[src/rtl/bcd_pkg.sv]
// Shared constants and types for the sequential binary-to-BCD converter.
// Digit count and width defaults match the seven-segment display front end.
package bcd_pkg;

    localparam int BIN_W = 27;
    localparam int NDIG  = 8;

    typedef enum logic [0:0] {
        IDLE  = 1'b0,
        SHIFT = 1'b1
    } state_t;

    localparam logic [4*NDIG-1:0] OVF_PATTERN = '1;

    // Largest value representable in ndig decimal digits (10^ndig - 1).
    function automatic logic [63:0] max_dec(input int ndig);
        logic [63:0] r;
        r = 64'd1;
        for (int i = 0; i < ndig; i++) begin
            r = r * 64'd10;
        end
        return r - 64'd1;
    endfunction

endpackage

[src/rtl/bcd_digit_adj.sv]
// Double-dabble correction cell: adds 3 to a BCD digit of 5 or more so that
// the following left shift carries correctly into the next decimal digit.
module bcd_digit_adj (
    input  logic [3:0] din,
    output logic [3:0] dout
);

    always_comb begin
        dout = din;
        if (din >= 4'd5) begin
            dout = din + 4'd3;
        end
    end

endmodule

[src/rtl/bin2bcd_seq.sv]
// Sequential double-dabble converter: one shift per clock, BIN_W clocks per
// conversion, with bcd updated only on the done edge so displays never glitch.
module bin2bcd_seq #(
    parameter int BIN_W = bcd_pkg::BIN_W,
    parameter int NDIG  = bcd_pkg::NDIG
) (
    input  logic                clk,
    input  logic                clr,
    input  logic                start,
    input  logic [BIN_W-1:0]    bin,
    output logic                busy,
    output logic                done,
    output logic                overflow,
    output logic [4*NDIG-1:0]   bcd
);

    import bcd_pkg::*;

    localparam int BCD_W = 4 * NDIG;
    localparam int CNT_W = $clog2(BIN_W + 1);
    localparam logic [CNT_W-1:0] LAST_STEP = CNT_W'(BIN_W - 1);
    localparam logic [63:0] MAX_VAL = max_dec(NDIG);
    localparam logic [BCD_W-1:0] OVF_BCD = BCD_W'(OVF_PATTERN);

    state_t              state;
    logic [CNT_W-1:0]    cnt;
    logic [BCD_W-1:0]    scratch;
    logic [BIN_W-1:0]    shreg;
    logic [BCD_W-1:0]    adj;
    logic [BCD_W-1:0]    next_scratch;
    logic                too_big;

    for (genvar g = 0; g < NDIG; g++) begin : g_adj
        bcd_digit_adj u_adj (
            .din  (scratch[4*g +: 4]),
            .dout (adj[4*g +: 4])
        );
    end

    // Shifting the adjusted digits left pulls in the next binary MSB.
    assign next_scratch = {adj[BCD_W-2:0], shreg[BIN_W-1]};
    assign too_big      = 64'(bin) > MAX_VAL;

    always_ff @(posedge clk) begin
        if (clr) begin
            state    <= IDLE;
            busy     <= 1'b0;
            done     <= 1'b0;
            overflow <= 1'b0;
            bcd      <= '0;
            cnt      <= '0;
            scratch  <= '0;
            shreg    <= '0;
        end else begin
            done <= 1'b0;
            case (state)
                IDLE: begin
                    if (start) begin
                        if (too_big) begin
                            bcd      <= OVF_BCD;
                            overflow <= 1'b1;
                            done     <= 1'b1;
                        end else begin
                            shreg    <= bin;
                            scratch  <= '0;
                            cnt      <= '0;
                            overflow <= 1'b0;
                            busy     <= 1'b1;
                            state    <= SHIFT;
                        end
                    end
                end
                SHIFT: begin
                    scratch <= next_scratch;
                    shreg   <= {shreg[BIN_W-2:0], 1'b0};
                    cnt     <= cnt + 1'b1;
                    if (cnt == LAST_STEP) begin
                        bcd   <= next_scratch;
                        done  <= 1'b1;
                        busy  <= 1'b0;
                        state <= IDLE;
                    end
                end
                default: state <= IDLE;
            endcase
        end
    end

endmodule

[config.mk]
export PLATFORM = sky130hd
export DESIGN_NAME = bin2bcd_seq
export DESIGN_NICKNAME = d
export VERILOG_FILES = /design/src/rtl/bcd_pkg.sv /design/src/rtl/bcd_digit_adj.sv /design/src/rtl/bin2bcd_seq.sv
export SDC_FILE = /design/constraint.sdc
export NUM_CORES = 1
export LEC_CHECK = 0
export CAP_MARGIN = 25
export CORE_UTILIZATION = 40
export CTS_BUF_LIST = sky130_fd_sc_hd__clkbuf_16
export CTS_CLUSTER_SIZE = 40
export DETAILED_ROUTE_END_ITERATION = 10
export PLACE_DENSITY = 0.64
export SLEW_MARGIN = 10
export SYNTH_ARGS = -nofsm -noshare
export SYNTH_HDL_FRONTEND = slang
export SYNTH_SLANG_ARGS = --single-unit
[constraint.sdc]
create_clock -name clk -period 4.6 [get_ports clk]
set_input_delay 0.69 -clock clk [delete_from_list [all_inputs] [get_ports clk]]
set_output_delay 0.69 -clock clk [all_outputs]
set_load 0.1 [all_outputs]
Word-level counts from Yosys, hierarchy flattened
Index checks and enable logic that the tools add are counted.
- RAM bits: 0
- memories: 0
- ROM bits: 0
- register bits: 100
- bits in latches: 0
- output and inout bits: 35
- add/subtract/negate cells: 9
- bitwise operators: 1
- shift-type cells: 0
- equal/unequal tests: 5
- $mul: 0
- reduce and logical (&&, ||, !) cells: 4
- $lt $le $gt $ge: 9
- div/mod/pow operators: 0
- mux-type cells: 33
- operator list (kind ; count):
    32-bit 2-to-1 mux ; 5
    32-bit one-hot mux with 2 select lines ; 2
    27-bit 2-to-1 mux ; 2
    27-bit one-hot mux with 2 select lines ; 1
    4-bit by 3-bit >= comparator with 1-bit output (second input constant) ; 8
    4-bit by 2-bit adder with 4-bit output (second input constant) ; 7
    4-bit 2-to-1 mux ; 7
    27-bit greater-than comparator (second input constant) ; 1
    5-bit 2-to-1 mux ; 2
    5-bit one-hot mux with 2 select lines ; 1
    1-bit 2-to-1 mux ; 9
    2-bit != test (second input constant) ; 3
    1-bit one-hot mux with 2 select lines ; 3
    3-bit AND reduction ; 2
    5-bit by 1-bit adder with 5-bit output (second input constant) ; 1
    5-bit equality test (second input constant) ; 1
    2-bit AND reduction ; 2
    3-bit by 2-bit adder with 3-bit output (second input constant) ; 1
    3-bit 2-to-1 mux ; 1
    2-bit by 1-bit != test with 1-bit output (second input constant) ; 1
    1-bit NOT ; 1

Depth between registers and ports, before layout
- depth in word-level cells: 4
- gate-level depth with buffers: 8

By module
Synthesis repeated with hierarchy kept, for this count alone.
- cells, all modules: 582
- area total of the unflattened synthesis: 5158.7 um^2
- modules (own cells, without submodules) (module ; cells an instance ; area each (um^2) ; instances ; seq. area each (um^2)):
    bin2bcd_seq ; 454 ; 4347.9 ; 1 ; 2001.9
    bcd_digit_adj ; 16 ; 101.3 ; 8 ; 0.0

Least setup slack after synthesis
Ideal clock, no wire load.
- path type: input -> register
- start point: input port bin[19]
- end point: register shreg[14]
- stages on the path: 6
- buffers on the path: 1
- arrival time: 2167 ps
- required time: 4468 ps
- slack: 2301 ps
- cell sequence: or3_1 -> or4_4 -> o21a_4 -> buf_1 -> a32oi_1 -> a21oi_1
- longest elaborated chain between the ends: 3
- RTL lines (item ; RTL line ; RTL):
    from (decl) ; bin2bcd_seq.sv:10 ; input logic [BIN_W-1:0] bin,
    27-bit greater-than comparator ; bin2bcd_seq.sv:42 ; assign too_big = 64'(bin) > MAX_VAL;
    2-bit != test (no source line) ; -- ;
    2-bit AND reduction (no source line) ; -- ;
    to (signal assigned) ; bin2bcd_seq.sv:64 ; shreg <= bin;
    to (signal assigned) ; bin2bcd_seq.sv:75 ; shreg <= {shreg[BIN_W-2:0], 1'b0};
    to (decl) ; bin2bcd_seq.sv:28 ; logic [BIN_W-1:0] shreg;
Every way passes these cells.
A chain may end at the register's enable or synchronous reset.

Final worst setup path
- start point: input port bin[19]
- end point: register cnt[2]
- longest elaborated chain between the ends: 3
- RTL lines (item ; RTL line ; RTL):
    27-bit greater-than comparator ; bin2bcd_seq.sv:42 ;
    2-bit != test (no source line) ; -- ;
    2-bit AND reduction (no source line) ; -- ;
    to (signal assigned) ; bin2bcd_seq.sv:76 ; cnt <= cnt + 1'b1;
    to (decl) ; bin2bcd_seq.sv:26 ; logic [CNT_W-1:0] cnt;
Every way passes these cells.

==> results_dict.tcl <==
set metrics [dict create \
    status "finished, final reports clean" \
    p_int_mw 1.513 \
    max_freq_ghz 0.3480 \
    firstDrtPassIters 5 \
    grt_max_degree 61 \
    crit_chain "clkdlybuf4s50_1 > or3_1 > or4_4 > o21ai_2 > o21ai_1 > a311oi_1" \
    die_x_um 110.7 \
    core_um2 11470 \
    cts_resized 0 \
    totalWireLength_um 10940 \
    synthTopCellsByCount "100 x dfxtp_1, 62 x nor2_1, 57 x a21oi_1" \
    h-tree-depth 3 \
    multiInputGateArea_um2 2494 \
    slew_viol_final 0 \
    grt_overflow 0 \
    die_area_um2 12260 \
    whs_endpoint "shreg[19]" \
    p_sw_uw 611.2 \
    finClkSkew_ns 0.01095 \
    cts_tree "built" \
    critPathKind "in -> reg" \
    clockPowerShare_pct 37.9 \
    timing.hold.ws_ns 0.4690 \
    antenna_found_initial 0 \
    regArea_um2 2003 \
    cts_buffers 9 \
    avgViaCountPerCell 5.692 \
    grt_usage_pct 18.01 \
    wire_per_inst_um 15.52 \
    syn_area_per_cell_um2 9.184 \
    worstHoldPathCells 1 \
    p_leak_nw 1.933 \
    vias 4013 \
    rr_endpoint "scratch[17]" \
    rsz0062_at_grt "false" \
    die_y_um 110.7 \
    clock-sinks 100 \
    hold_path.class "reg -> reg" \
    cts_hold_buf 0 \
    placed_cells 688 \
    yosys-top-cells-area "dfxtp_1 42%, a21oi_1 6.0%, nor2_1 4.9%" \
    comb_power_share_pct 17.6 \
    cp-start-kind "input pin" \
    clkLatencyLatePin_ns 0.35 \
    min_from "shreg[19]" \
    fillers 1051 \
    setup_viol 0 \
    clk_pin_slew_worst_paths_ns 0.07 \
    power_mw 2.124 \
    grt_pass1_vias 3765 \
    fin_crit_sh_pct 62.47 \
    yosysTopAreaCellShare_pct 42.33 \
    power.density_nw_per_um2 367.2 \
    slew-limit-headroom_pct 32.20 \
    synth_edf_count 0 \
    dpl_cell_area_um2 5439 \
    areaGrowthSynthToFinish_pct 22.28 \
    reg2reg_depth 4 \
    globalplace.congestion 0.8698 \
    synthCells 515 \
    fin_area_um2 5783 \
    drtAntennaViolNets 0 \
    rows 39 \
    synth.most_common_cell "dfxtp_1" \
    r2r_slack_ns 2.36 \
    p_sw_share_pct 28.78 \
    cts_buffer_depth 2 \
    fin_nets 605 \
    place.port_buffers 64 \
    syn-num-nets 563 \
    clock-root-buffer "clkbuf_16" \
    start_util_pct 41.24 \
    finalHoldViolations 0 \
    final_cells 705 \
    dp_hpwl_um 7164 \
    slowest_delay_ns 0.55 \
    synth_cell_type_count 43 \
    peakVddDrop_mv 0.2322 \
    yosys_register_bits 100 \
    antenna_cells 0 \
    cap_violations 0 \
    period_needed_ns 2.874 \
    yosysSeqAreaShare_pct 42.33 \
    worstMarginPinSlew_ns 1.014 \
    synth.largest_area_cell "dfxtp_1" \
    drc_errors 0 \
    p_seq_share_pct 44.5 \
    critPathSlowestCell "o21ai_2" \
    endpoint_kind "flip-flop" \
    postCtsSetupBuffers 0 \
    cp_num_buf_inv 1 \
    yosysWarnings 0 \
    io_pins 65 \
    rr_startpoint "state" \
    critPathMaxFanout 15 \
    syn_area_um2 4730 \
    cp_data_arrival_time_ns 3.12 \
    grt_pass1_wl_um 18120 \
    drtIter0Drc 247 \
    async_flop_share_pct 0 \
    fin_setup_tns_ns 0 \
    synth_ff_type "dfxtp_1" \
    crit_family "compound AO/OA/AOI/OAI gates" \
    drive_gt1_share_pct 9.786 \
    cp.required_ns 4.84 \
]
==> cells in the final DEF (no fill, tap or decap), types with 3 or more instances in the layout <==
| master | netlist | layout |
|---|---|---|
| dfxtp_1 | 100 | 99 |
| clkdlybuf4s50_1 | 0 | 63 |
| nor2_1 | 62 | 61 |
| a21oi_1 | 57 | 57 |
| a221oi_1 | 26 | 26 |
| a32oi_1 | 25 | 25 |
| o211ai_1 | 21 | 21 |
| inv_1 | 19 | 19 |
| o21ai_0 | 18 | 18 |
| ha_1 | 18 | 18 |
| nor3b_1 | 15 | 15 |
| a211oi_2 | 15 | 15 |
| mux2i_1 | 15 | 15 |
| nand2_1 | 14 | 14 |
| nor2b_1 | 11 | 11 |
| nand2b_1 | 9 | 9 |
| clkbuf_16 | 0 | 9 |
| xnor2_1 | 8 | 8 |
| buf_4 | 0 | 7 |
| o2bb2ai_1 | 6 | 5 |
| mux2_2 | 5 | 5 |
| nand4_1 | 4 | 4 |
| or2_2 | 3 | 3 |
| clkinv_1 | 1 | 3 |
==> area by class of cell <==
type,count,share of cell area [%]
tap,143,3.094
clock inverter,7,1.579
inverter,20,1.298
clock buffer,9,3.894
timing repair buffer,72,12.38
sequential,100,34.64
multi-input combinational,354,43.12
==> cells by family after synthesis <==
logic type                 after synthesis  synth area share (%)
AOI/OAI and AO/OA                      181                 28.25
xor gates and xnor gates                 8                 1.482
adders and majority gates               18                 4.762
buffers and inverters                   61                 5.450
DFF                                    100                 42.33
muxes                                   20                 4.365
and+or+nand+nor                        127                 13.36
==> power by group through the flow <==
stage / registers [mW] / logic, mW / clock network (mW)
6_report: 0.945 / 0.373 / 0.806
5_1_grt: 0.950 / 0.399 / 0.860
4_1_cts: 0.945 / 0.369 / 0.820
3_5_place_dp: 0.964 / 0.368 / 0
3_3_place_gp: 0.963 / 0.361 / 0
2_1_floorplan: 1.05 / 0.180 / 0
==> through the flow <==
stage | utilization [%] | setup slack (ns)
2_1_floorplan | - | 2.301
3_3_place_gp | 47.43 | 1.547
3_5_place_dp | 47.43 | 1.388
4_1_cts | 50.19 | 1.746
5_1_grt | 50.43 | 1.513
6_report | 50.43 | 1.726
==> worst max path at each step <==
stage / start / end / slack [ns] / cells past startpoint
finish: bin[19] / cnt[2] / 1.73 / 6
detailed placement: bin[19] / cnt[2] / 1.39 / 6
global placement: bin[19] / cnt[2] / 1.55 / 6
floorplan: bin[19] / shreg[14] / 2.30 / 6
global route: bin[15] / cnt[2] / 1.51 / 7
CTS: bin[19] / cnt[2] / 1.75 / 6
==> flip-flops by register name (all words and copies together) (netlist names) <==
| name | count |
|---|---|
| bcd | 32 |
| busy | 1 |
| cnt | 5 |
| shreg | 27 |
| scratch | 32 |
| state | 1 |
| overflow | 1 |
| done | 1 |
==> routing by layer <==
metal  GRT usage (%)  vias to the layer above  routed length, um
met5               0                        -                  0
met4           6.044                        0                122
met3           4.374                        8                682
met2           29.19                      141               5069
met1           23.42                     1871               5067
li1                -                     1993                  -
No activity file was read; power rests on OpenSTA's default activity.
